**src/rtl/fetch_queue.sv**
```systemverilog
// Instruction fetch queue: circular buffer of (pc, instr, adel) between fetch and decode.
// Flush on redirect empties the queue on the next edge and discards any same-cycle push.
module fetch_queue #(
  parameter int unsigned DEPTH    = 4,
  parameter logic [31:0] RESET_PC = 32'h0000_3000,
  parameter logic [31:0] IM_BASE  = 32'h0000_3000,
  parameter logic [31:0] IM_LIMIT = 32'h0000_6FFF
) (
  input  logic                     clk,
  input  logic                     reset,
  input  logic                     in_valid,
  output logic                     in_ready,
  input  logic [31:0]              in_pc,
  input  logic [31:0]              in_instr,
  input  logic                     flush,
  output logic                     out_valid,
  input  logic                     out_ready,
  output logic [31:0]              out_pc,
  output logic [31:0]              out_instr,
  output logic                     out_adel,
  output logic [$clog2(DEPTH):0]   count
);

  localparam int unsigned PW = $clog2(DEPTH);
  localparam int unsigned CW = PW + 1;
  localparam logic [CW-1:0] Full = CW'(DEPTH);

  logic [31:0]   pc_q    [DEPTH];
  logic [31:0]   instr_q [DEPTH];
  logic          adel_q  [DEPTH];
  logic [PW-1:0] rd_ptr_q, rd_ptr_d;
  logic [PW-1:0] wr_ptr_q, wr_ptr_d;
  logic [CW-1:0] count_q, count_d;

  logic push, pop, in_adel;

  always_comb begin
    in_ready  = (count_q != Full);
    out_valid = (count_q != '0);
    push      = in_valid & in_ready;
    pop       = out_valid & out_ready;
    in_adel   = (in_pc[1:0] != 2'b00) || (in_pc < IM_BASE) || (in_pc > IM_LIMIT);
    out_pc    = pc_q[rd_ptr_q];
    out_instr = instr_q[rd_ptr_q];
    out_adel  = adel_q[rd_ptr_q];
    count     = count_q;
  end

  always_comb begin
    rd_ptr_d = rd_ptr_q;
    wr_ptr_d = wr_ptr_q;
    count_d  = count_q;
    if (flush) begin
      rd_ptr_d = '0;
      wr_ptr_d = '0;
      count_d  = '0;
    end else begin
      if (push) wr_ptr_d = wr_ptr_q + PW'(1);
      if (pop)  rd_ptr_d = rd_ptr_q + PW'(1);
      unique case ({push, pop})
        2'b10:   count_d = count_q + CW'(1);
        2'b01:   count_d = count_q - CW'(1);
        default: count_d = count_q;
      endcase
    end
  end

  always_ff @(posedge clk or posedge reset) begin
    if (reset) begin
      rd_ptr_q <= '0;
      wr_ptr_q <= '0;
      count_q  <= '0;
    end else begin
      rd_ptr_q <= rd_ptr_d;
      wr_ptr_q <= wr_ptr_d;
      count_q  <= count_d;
    end
  end

  // Entries are reset so the empty head shows RESET_PC / zero after reset.
  always_ff @(posedge clk or posedge reset) begin
    if (reset) begin
      for (int i = 0; i < int'(DEPTH); i++) begin
        pc_q[i]    <= RESET_PC;
        instr_q[i] <= '0;
        adel_q[i]  <= 1'b0;
      end
    end else if (push && !flush) begin
      pc_q[wr_ptr_q]    <= in_pc;
      instr_q[wr_ptr_q] <= in_instr;
      adel_q[wr_ptr_q]  <= in_adel;
    end
  end

endmodule
```
**config.mk**
```make
export PLATFORM = sky130hd
export DESIGN_NAME = fetch_queue
export DESIGN_NICKNAME = d
export VERILOG_FILES = /design/src/rtl/fetch_queue.sv
export SDC_FILE = /design/constraint.sdc
export NUM_CORES = 1
export LEC_CHECK = 0
export BUFFER_PORTS_ARGS = -buffer_cell sky130_fd_sc_hd__buf_2
export CAP_MARGIN = 10
export CORE_MARGIN = 2
export CORE_UTILIZATION = 64
export DETAILED_ROUTE_END_ITERATION = 10
export GPL_TIMING_DRIVEN = 0
export HOLD_SLACK_MARGIN = 0.06
export PLACE_DENSITY = 0.94
export SLEW_MARGIN = 20
export SYNTH_ARGS = -nofsm -noshare
export SYNTH_HDL_FRONTEND = slang
export SYNTH_SLANG_ARGS = --single-unit
```
**constraint.sdc**
```tcl
create_clock -name clk -period 18.5 [get_ports clk]
set_clock_uncertainty 0.15 [all_clocks]
set_input_delay 0.925 -clock clk [delete_from_list [all_inputs] [get_ports clk]]
set_output_delay 0.925 -clock clk [all_outputs]
set_load 0.005 [all_outputs]
```
======== Yosys cells after proc, flatten, opt, wreduce, memory -nomap -nowiden ========
Cells that the tools add are included.
word-level totals
  input bits .............................. 69
  output and inout port bits .............. 70
  word-level logic and storage cells ...... 63
  register bits ........................... 267
cells by class
  add/subtract/negate cells ............... 4
  $lt $le $gt $ge ......................... 5
  bitwise operators ....................... 4
  reductions and logical operators ........ 10
  multiplexer cells ....................... 22
  eq/ne operators ......................... 3
operator list
  cell                                                      count
  bitwise mux 128 bit                                       2
  2-to-1 mux 32 bit                                         5
  binary-select mux 32 bit (select 2 bit)                   2
  demux 32 bit (select 2 bit)                               1
  > comparator 32 x 15 -> 1 bit, second input constant      1
  < comparator 32 x 14 -> 1 bit, second input constant      1
  2-to-1 mux 2 bit                                          4
  greater-or-equal comparator 3 bit, second input constant  2
  inverter 2 -> 3 bit                                       2
  case mux 3 bit (2 select lines)                           1
  nonzero test 2 bit                                        3
  nonzero test 3 bit                                        2
  adder 2 x 1 -> 2 bit, second input constant               2
  bitwise mux 4 bit                                         1
  adder 3 x 1 -> 3 bit, second input constant               1
  < comparator 3 x 1 -> 1 bit, second input constant        1
  2-to-1 mux 1 bit                                          3
  2-to-1 mux 3 bit                                          1
  != test 3 bit, second input constant                      1
  subtractor 3 x 1 -> 3 bit, second input constant          1
  AND 1 bit                                                 2
  binary-select mux 1 bit (select 2 bit)                    1
  demux 1 bit (select 2 bit)                                1
  == test 2 x 1 -> 1 bit, second input constant             1
  4 further kinds                                           6

======== Logic depth before layout (Yosys ltp) ========
Gate-level depths: netlist (run 1).
  depth after elaboration ................. 6
  depth in mapped cells ................... 7
  mapped depth without buffers ............ 6

======== Least setup slack after synthesis (run 1) ========
OpenSTA, ideal clock, no wires.
  path kind ............................... flip-flop to output port
  start ................................... register rd_ptr_q[0]
  end ..................................... output port out_pc[12]
  buffers on the path ..................... 1
  path slack .............................. 15.988 ns
  stages on the path, launching flop included .. 3
  data arrival time ....................... 1.437 ns
  data required time ...................... 17.425 ns
  cell sequence ........................... dfrtp_1 > buf_1 > mux4_2
on the way
  cells in the longest elaborated chain, start to end .. 4
ends and longest elaborated chain
  element                                                line  source
  start, declared                                        31    logic [PW-1:0] rd_ptr_q, rd_ptr_d;
  start signal, assigned                                 74    rd_ptr_q <= rd_ptr_d;
  inverter 2 -> 3 bit (not written as such)              43    out_pc = pc_q[rd_ptr_q];
  binary-select mux 32 bit (select 2 bit)                43
  2-to-1 mux 32 bit (not written as such) (2 in series)  43
  end, declared                                          18    output logic [31:0] out_pc,
No other way between the ends. The select of a mux whose other input is x is not followed.

======== Worst setup path in the final report (run 1) ========
  start ................................... register rd_ptr_q[1]
  end ..................................... output port out_instr[6]
on the way
  cells in the longest elaborated chain, start to end .. 4
ends and longest elaborated chain
  element                                                line  source
  inverter 2 -> 3 bit (not written as such)              44    out_instr = instr_q[rd_ptr_q];
  binary-select mux 32 bit (select 2 bit)                44
  2-to-1 mux 32 bit (not written as such) (2 in series)  44
  end, declared                                          19    output logic [31:0] out_instr,
No other way between the ends. The select of a mux whose other input is x is not followed.

==> metrics.csv, run 1 <==
stage,metric,value,unit
final_layout,most frequent standard cell in the layout excluding fill and tap cells,dfrtp_1,
sta,final worst-path cycle share,19.9,%
die,Core Box Area,19500,sq um
die,count of pins on the block boundary,139,
hold_path,end point of the worst hold path,instr_q[37],
sta,shortest period the worst path allows,3.69,ns
clock_network,Post-CTS Setup Bufs,0,
final_layout,number of non-filler instances in the completed layout,1140,
global_route,maximum number of pins on one net before global-route repair,111,
placed_design,number of I/O port buffers,137,
final_layout,Filler Cell Count,1107,
yosys,post-synthesis cell type count,33,
setup_path,worst reg2reg path depth,6,
detailed_routing,initial drt markers,333,
final_layout,Final Core Density,76.1,%
power_and_ir_drop,worst voltage drop across the vdd grid,0.0997,mV
detailed_routing,first-pass detailed-route iteration total,4,
global_route,first-pass GRT wire length,43200,um
setup_path,required time at the endpoint of the critical path,17.43,ns
final_layout,layout cell share with drive strength beyond 1,64.0,%
sta,setup TNS after final layout,0,ns
global_route,vias in the first global route,7677,
clock_network,clk root buf,clkbuf_16,
clock_network,total of cells resized after clock tree synthesis,0,
sta,Least-Margin Pin Slew,0.936,ns
die,starting density of the core,65.5,%
die,Chip Height,145,um
yosys,dominant register cell in the synthesized netlist,dfrtp_1,
clock_network,"Clk pin slew, worst setup/hold paths",0.06,ns
sta,relative max-transition margin,37.6,%
detailed_routing,DRC,0,
setup_path,Worst R2R End,count[2],
die,Die X-Extent,145,um
final_layout,"commonest cells after routing, fill and taps aside","dfrtp_1, mux2_4, buf_2, mux4_2, mux2_2",
setup_path,critical setup path kind,reg -> out,
sta,final max-slew violation count,0,
hold_path,kind of path behind the tightest hold check,reg -> reg,
power_and_ir_drop,Leakage Power,7.40,nW
setup_path,Arrival @ worst endpoint,2.61,ns
setup_path,"Max stage delay cell, worst path",clkbuf_1,
final_layout,nets@finish,928,
hold_path,hold path start,instr_q[37],
yosys,Ys Warns,0,
detailed_routing,via count of the routed design,6717,
yosys,synthesized instance count,686,
yosys,portion of synthesized cell area occupied by the leading cell type,50.7,%
power_and_ir_drop,Power Density,168,nW/um^2
yosys,most area-hungry cell type in the Yosys netlist,dfrtp_1,
sta,total setup violations reported at the end of the flow,0,
yosys,nets in the synthesized netlist,760,
yosys,sequential share of the synthesized area,52.3,%
die,number of cell rows,51,
hold_path,worst hold path cell count,1,
yosys,count of flip-flops with a built-in enable after synthesis,0,
setup_path,kind of end point of the critical path,primary output,
clock_network,Clock H-tree levels,1,
clock_network,cts-stage hold buffer count,0,
detailed_routing,via-per-instance ratio,5.89,
placed_design,Place WS,15.36,ns
detailed_routing,post-detailed-route wirelength per cell,22.6,um
sta,worst hold margin,0.354,ns
clock_network,clock latency reported for the late side of the worst-skew pair,0.52,ns
sta,Max Freq,271,MHz
setup_path,worst reg2reg path startpoint,count[1],
yosys,cell types occupying the most area after synthesis,"dfrtp_1, mux2_4, mux4_2, mux2_2, buf_12",
setup_path,slowest cell delay on critical path,0.60,ns
sta,"Worst Setup Slack, final",14.81,ns
global_route,global-route usage over all layers,25.5,%
global_route,antenna violations before repair,2,
global_route,remaining global-route overflow,0,
yosys,post-synthesis area per instance,18.6,sq um
yosys,Synth async-reset ratio,100,%
clock_network,maximum buffer depth of the clock tree,3,
placed_design,area post-placement,13900,sq um
yosys,register bit total from synthesis,267,
final_layout,final instance area,14900,sq um
setup_path,maximum fanout along the worst path,10,
clock_network,TritonCTS clock tree,built,
run_status,result of the run,"finished, final reports clean",
setup_path,setup slack on the worst flop-to-flop path,16.00,ns
setup_path,cells along the critical path,clkbuf_1 > clkbuf_1 > mux4_2 > buf_2,
run,Maximum Capacitance Violations,0,
sta,count of final hold-check violations,0,
power_and_ir_drop,overall power consumption,2.50,mW
placed_design,number of placed cells counting well taps,1090,
placed_design,post-detail-place hpwl,16600,um
clock_network,number of sinks driven by the clock tree,267,
yosys,post-synthesis instance area,12800,sq um
setup_path,startpoint type of the worst setup path,flip-flop,
setup_path,dominant cell type by count on the critical path,clkbuf_1,
placed_design,RD Place Congestion,0.773,
die,overall die area,21100,sq um
clock_network,total clock buffers created by CTS,27,
detailed_routing,Antenna Violating Nets Remaining,0,
detailed_routing,Routed Wire Length,25800,um
final_layout,area growth from synthesis to layout,16.1,%
sta,setup repair after global routing missed its margin,no,
## area by class of cell
cell class,count,area [sq um],area share (%)
Tap cell,265,332,2.23
Antenna cell,2,5.00,0.0337
Multi-Input combinational cell,371,5500,37.0
Sequential cell,267,6690,45.1
Inverter,4,22.5,0.152
Clock buffer,36,769,5.18
Timing Repair Buffer,139,741,4.99
Clock inverter,12,210,1.42
Buffer,44,586,3.94
## per-layer routing
metal | track usage [%] | routed length [um]
met1 | 37.4 | 11400
met5 | 0 | 0
met3 | 5.36 | 1490
met4 | 3.87 | 328
met2 | 41.1 | 12600
## cells in the mapped netlist, types with 2 or more instances
cell type	n
a21oi_1	3
buf_1	3
buf_12	24
buf_2	6
buf_4	4
clkbuf_1	6
dfrtp_1	259
dfstp_2	8
ha_1	4
inv_1	4
mux2_2	61
mux2_4	200
mux4_2	65
nand2_1	3
nand2_4	4
nand2b_1	2
nand3_1	2
nand4_1	2
nor2_1	5
nor4_1	4
xnor2_1	5
## flip-flops by register name (all words and copies together) (netlist names)
register	flops
count	3
instr_q	128
wr_ptr_q	2
rd_ptr_q	2
pc_q	128
adel_q	4
## cell families (layout without fill, tap and decap cells)
logic type                 Yosys count  count (layout)  share of synthesized area [%]
xor gates and xnor gates             5               5                          0.342
AOI/OAI and AO/OA                    6               6                          0.303
muxes                              327             327                           40.4
DFF                                267             267                           52.3
other                                0               2                              0
and+or+nand+nor                     28              28                           1.41
buffers and inverters               48             235                           4.70
adders and majority gates            5               5                          0.548
## worst max path at each step
stage                startpoint           end  slack [ns]  cells after the start
finish              rd_ptr_q[1]  out_instr[6]       14.81                      4
global route        rd_ptr_q[1]    out_pc[22]       14.66                      4
CTS                 rd_ptr_q[1]    out_pc[22]       14.78                      4
detailed placement  rd_ptr_q[1]    out_pc[22]       15.36                      4
global placement          reset     pc_q[106]        7.47                      2
floorplan                 reset     adel_q[0]       10.08                      1
## where the power goes
group          total (mW)  switching, mW  internal (mW)  leakage, nW
sequential           1.01          0.156          0.852         3.33
combinational       0.890          0.295          0.595         3.58
clock               0.601          0.227          0.374        0.488
total                2.50          0.678           1.82         7.40
## critical path: cells and delay by family (launching register included)
family / cells / cell delay [ns]
multiplexers: 1 / 0.43
buffers and inverters: 3 / 1.29
flip-flops: 1 / 0.36
No activity file was read; power rests on OpenSTA's default activity.
==> run 2: changes to the inputs <==
Settings changed: CORE_UTILIZATION 64 to 53, PLACE_DENSITY 0.94 to 0.84.
Clock period 18.5 ns to 3.2 ns, I/O delays scaled along.
==> metrics.csv, run 2 (synthesis gave the netlist of run 1 again) <==
stage,metric,value,unit
run_status,result of the run,"finished, final reports clean",
global_route,global-route usage over all layers,21.5,%
die,count of pins on the block boundary,139,
placed_design,RD Place Congestion,0.733,
final_layout,number of antenna cells inserted,0,
detailed_routing,Antenna Violating Nets Remaining,0,
setup_path,critical setup path kind,reg -> out,
detailed_routing,initial drt markers,222,
placed_design,post-detail-place hpwl,17100,um
placed_design,number of placed cells counting well taps,1151,
global_route,maximum number of pins on one net before global-route repair,36,
setup_path,slowest cell delay on critical path,0.62,ns
placed_design,number of I/O port buffers,137,
clock_network,Clock H-tree levels,1,
global_route,remaining global-route overflow,0,
final_layout,Top Registers,"instr_q x128, pc_q x128, adel_q x4",
setup_path,setup slack on the worst flop-to-flop path,0.64,ns
placed_design,area post-placement,14100,sq um
power_and_ir_drop,overall power consumption,14.3,mW
final_layout,layout cell share with drive strength beyond 1,59.8,%
die,Die X-Extent,159,um
sta,setup repair after global routing missed its margin,no,
detailed_routing,via-per-instance ratio,5.44,
setup_path,"Max stage delay cell, worst path",clkbuf_1,
detailed_routing,DRC,0,
setup_path,cells along the critical path,clkbuf_1 > clkbuf_1 > mux4_2 > buf_2,
detailed_routing,Routed Wire Length,26500,um
sta,Max Freq,332,MHz
final_layout,number of non-filler instances in the completed layout,1271,
sta,relative max-transition margin,44.6,%
power_and_ir_drop,worst voltage drop across the vdd grid,0.661,mV
hold_path,kind of path behind the tightest hold check,in -> async,
clock_network,"Clk pin slew, worst setup/hold paths",0.06,ns
clock_network,TritonCTS clock tree,built,
global_route,antenna violations before repair,0,
detailed_routing,post-detailed-route wirelength per cell,20.9,um
final_layout,area growth from synthesis to layout,22.8,%
clock_network,number of sinks driven by the clock tree,267,
detailed_routing,via count of the routed design,6911,
global_route,first-pass GRT wire length,44000,um
sta,shortest period the worst path allows,3.02,ns
power_and_ir_drop,Power Density,910,nW/um^2
die,overall die area,25400,sq um
final_layout,most frequent standard cell in the layout excluding fill and tap cells,dfrtp_1,
setup_path,maximum fanout along the worst path,10,
detailed_routing,first-pass detailed-route iteration total,4,
run,Maximum Capacitance Violations,0,
die,Core Box Area,23600,sq um
global_route,vias in the first global route,7820,
clock_network,clk root buf,clkbuf_16,
setup_path,Arrival @ worst endpoint,2.71,ns
sta,final max-slew violation count,0,
clock_network,maximum buffer depth of the clock tree,3,
die,number of cell rows,56,
final_layout,final instance area,15700,sq um
power_and_ir_drop,Leakage Power,7.73,nW
sta,final worst-path cycle share,94.3,%
setup_path,startpoint type of the worst setup path,flip-flop,
final_layout,"commonest cells after routing, fill and taps aside","dfrtp_1, mux2_4, buf_2, dlygate4sd3_1, mux4_2",
clock_network,Post-CTS Setup Bufs,0,
setup_path,kind of end point of the critical path,primary output,
sta,total setup violations reported at the end of the flow,0,
sta,count of final hold-check violations,0,
sta,worst hold margin,0.130,ns
clock_network,total clock buffers created by CTS,29,
die,Chip Height,159,um
final_layout,Final Core Density,66.5,%
setup_path,required time at the endpoint of the critical path,2.89,ns
die,starting density of the core,54.2,%
final_layout,nets@finish,1005,
setup_path,dominant cell type by count on the critical path,clkbuf_1,
sta,Least-Margin Pin Slew,0.824,ns
clock_network,clock latency reported for the late side of the worst-skew pair,0.53,ns
==> run 2: changes by cell type in the layout (fill, tap and decap cells not counted), sizes merged <==
| cell | before | now |
|---|---|---|
| clkinv | 6 | 5 |
| diode | 2 | 0 |
| clkinvlp | 0 | 1 |
| bufinv | 6 | 0 |
| dlygate4sd3 | 0 | 68 |
| clkbuf | 42 | 52 |
| buf | 177 | 184 |
==> run 2: layer usage <==
layer  global-route usage (%)  up-vias  routed length [um]
met2                     35.2      153               12900
met3                     4.04       35                1240
met5                        0        -                   0
met1                     30.5     3675               12000
li1                         -     3048                   -
met4                     4.46        0                 444
==> run 2: area by class of cell <==
cell class	count	area (sq um)
fillers	1556	7910
flip-flops and latches	267	6690
multi-input cells	371	5500
repair buffers	214	1560
clock buffers	46	920
plain buffers	44	586
well taps	319	399
clock inverters	6	33.8
inverters	4	18.8
==> run 2: final timing paths <==
check	startpoint	endpoint	depth (start not counted)
setup reg to reg	count[1]	count[2]	6
max in group asynchronous	reset	pc_q[44]	6
hold / removal	reset	pc_q[2]	3
hold reg to reg	instr_q[50]	instr_q[50]	1
min in group clk	in_instr[8]	instr_q[104]	3
setup / recovery	rd_ptr_q[1]	out_pc[22]	4
==> run 2: repair_timing <==
action,in CTS,in global routing
gates resized for setup,0,0
endpoints found under the setup margin,0,0
hold buffers,68,0
hold endpoints to repair,331,0
==> run 2: where the power goes <==
part           switching (mW)  internal [mW]
logic                    1.73           3.51
clock network            1.32           1.95
registers               0.858           4.93
==> run 2: critical path: cells and delay by family, from the launching register on <==
| family | cells | cell delay, ns |
|---|---|---|
| muxes | 1 | 0.44 |
| DFF | 1 | 0.36 |
| buffers and inverters | 3 | 1.37 |
==> run 2: through the flow <==
| stage | TNS (ns) | worst slack, ns |
|---|---|---|
| 2_1_floorplan | -162.90 | -0.629 |
| 3_5_place_dp | 0 | 0.672 |
| 4_1_cts | 0 | 0.176 |
| 5_1_grt | 0 | 0.0480 |
| 6_report | 0 | 0.184 |
| 3_3_place_gp | -548.77 | -2.11 |
==> run 3: changes to the inputs <==
Settings changed: CTS_CLUSTER_SIZE from default to 10, RECOVER_POWER from default to 100.
==> metrics.csv, run 3 (synthesis gave the netlist of run 1 again) <==
stage,metric,value,unit
die,starting density of the core,54.2,%
detailed_routing,Antenna Violating Nets Remaining,0,
clock_network,Post-CTS Setup Bufs,0,
power_and_ir_drop,worst voltage drop across the vdd grid,0.531,mV
setup_path,kind of end point of the critical path,primary output,
placed_design,number of I/O port buffers,137,
sta,Least-Margin Pin Slew,1.61,ns
die,overall die area,25400,sq um
setup_path,maximum fanout along the worst path,10,
final_layout,"commonest cells after routing, fill and taps aside","dfrtp_1, mux2_1, buf_2, dlygate4sd3_1, mux4_2",
run_status,result of the run,finished with violations,
clock_network,Clock H-tree levels,1,
sta,"Worst Setup Slack, final",0.188,ns
global_route,vias in the first global route,7860,
power_and_ir_drop,Power Density,904,nW/um^2
clock_network,"Clk pin slew, worst setup/hold paths",0.05,ns
sta,total setup violations reported at the end of the flow,0,
detailed_routing,via-per-instance ratio,5.41,
sta,worst hold margin,0.241,ns
clock_network,total clock buffers created by CTS,31,
run_status,failing checks,"capacitance limit, slew limit",
setup_path,cells along the critical path,clkbuf_1 > clkbuf_1 > mux4_2 > buf_2,
setup_path,required time at the endpoint of the critical path,2.89,ns
sta,setup repair after global routing missed its margin,no,
final_layout,layout cell share with drive strength beyond 1,35.3,%
final_layout,nets@finish,1007,
sta,count of final hold-check violations,0,
final_layout,most frequent standard cell in the layout excluding fill and tap cells,dfrtp_1,
setup_path,critical setup path kind,reg -> out,
clock_network,clk root buf,clkbuf_16,
detailed_routing,Routed Wire Length,26200,um
sta,final worst-path cycle share,94.1,%
sta,shortest period the worst path allows,3.01,ns
run,Maximum Capacitance Violations,2,
hold_path,kind of path behind the tightest hold check,in -> async,
placed_design,post-detail-place hpwl,17100,um
final_layout,Filler Cell Count,1874,
clock_network,TritonCTS clock tree,built,
setup_path,slowest cell delay on critical path,0.63,ns
setup_path,dominant cell type by count on the critical path,clkbuf_1,
setup_path,setup slack on the worst flop-to-flop path,0.27,ns
setup_path,Buffers & Inverters on Critical Path,3,
die,count of pins on the block boundary,139,
final_layout,area growth from synthesis to layout,13.2,%
setup_path,startpoint type of the worst setup path,flip-flop,
die,Chip Height,159,um
clock_network,number of sinks driven by the clock tree,267,
clock_network,clock latency reported for the late side of the worst-skew pair,0.54,ns
global_route,remaining global-route overflow,0,
placed_design,Place WS,0.672,ns
detailed_routing,via count of the routed design,6856,
final_layout,Top Registers,"instr_q x128, pc_q x128, adel_q x4",
detailed_routing,DRC,0,
global_route,global-route usage over all layers,21.7,%
clock_network,maximum buffer depth of the clock tree,3,
sta,Max Freq,332,MHz
die,number of cell rows,56,
placed_design,RD Place Congestion,0.733,
die,Core Box Area,23600,sq um
global_route,antenna violations before repair,0,
sta,relative max-transition margin,-7.21,%
sta,final max-slew violation count,50,
final_layout,number of antenna cells inserted,0,
global_route,first-pass GRT wire length,44400,um
detailed_routing,initial drt markers,258,
power_and_ir_drop,Leakage Power,6.59,nW
detailed_routing,first-pass detailed-route iteration total,6,
final_layout,Register Area,6690,sq um
setup_path,"Max stage delay cell, worst path",clkbuf_1,
setup_path,Arrival @ worst endpoint,2.70,ns
detailed_routing,post-detailed-route wirelength per cell,20.7,um
die,Die X-Extent,159,um
global_route,maximum number of pins on one net before global-route repair,36,
final_layout,total area of multi-input combinational cells,4820,sq um
setup_path,dominant delay contributor by cell family on the critical path,buffers and inverters,
==> run 3: cell types whose count changed in the layout (fill, tap and decap cells not counted), sizes merged <==
cell	previous run	this run
clkbuf	52	123
buf	184	116
clkinv	5	0
inv	4	3
==> run 3: worst register-to-register path: cells and delay by family (launching register included) <==
family	cells	cell delay [ns]
mux	1	0.38
simple gates	3	0.88
buf+inv	3	0.93
flops	1	0.46
==> run 3: path summary, 6_finish.rpt <==
check / start / endpoint / cells past startpoint
min: reset / pc_q[7] / 3
max: rd_ptr_q[1] / out_instr[16] / 4
max reg2reg: count[1] / pc_q[127] / 7
min reg2reg: instr_q[121] / instr_q[121] / 1
min in group clk: in_instr[8] / instr_q[104] / 3
max in group asynchronous: reset / instr_q[96] / 6
==> run 3: layout make-up <==
class | instances | area share (%)
Tap cell | 319 | 2.76
Sequential cell | 267 | 46.2
Clock buffer | 49 | 6.10
Inverter | 4 | 0.112
Buffer | 44 | 1.39
Multi-Input combinational cell | 371 | 33.3
Timing Repair Buffer | 214 | 10.1
==> run 3: stage by stage <==
| stage | instance area, sq um | utilization, % | cells | setup TNS, ns | power [mW] |
|---|---|---|---|---|---|
| floorplan | 12800 | - | 686 | -162.90 | 9.39 |
| global placement | 13900 | 58.8 | 1142 | -548.77 | 10.7 |
| detailed placement | 14100 | 59.6 | 1151 | 0 | 11.0 |
| CTS | 15600 | 66.2 | 1268 | 0 | 14.3 |
| global route | 14500 | 61.3 | 1268 | 0 | 13.9 |
| finish | 14500 | 61.3 | 1268 | 0 | 13.1 |
==> run 3: report_power, final <==
group | switching (mW) | total (mW) | internal, mW
clock | 1.29 | 3.14 | 1.85
combinational | 1.68 | 4.22 | 2.54
sequential | 0.806 | 5.73 | 4.92
==> run 3: routing by layer <==
layer  track usage, %  wire length (um)  vias up
met5                0                 0        -
met4             4.59               472        0
met3             4.25              1140       42
met2             35.1             12800      140
met1             31.0             11800     3629
li1                 -                 -     3045
==> run 3: repair_timing <==
action                                 in CTS  in global routing
endpoints found under the hold margin     333                  0
setup endpoints to repair                   0                  0
resized for setup                           0                  0
hold buffers                               68                  0
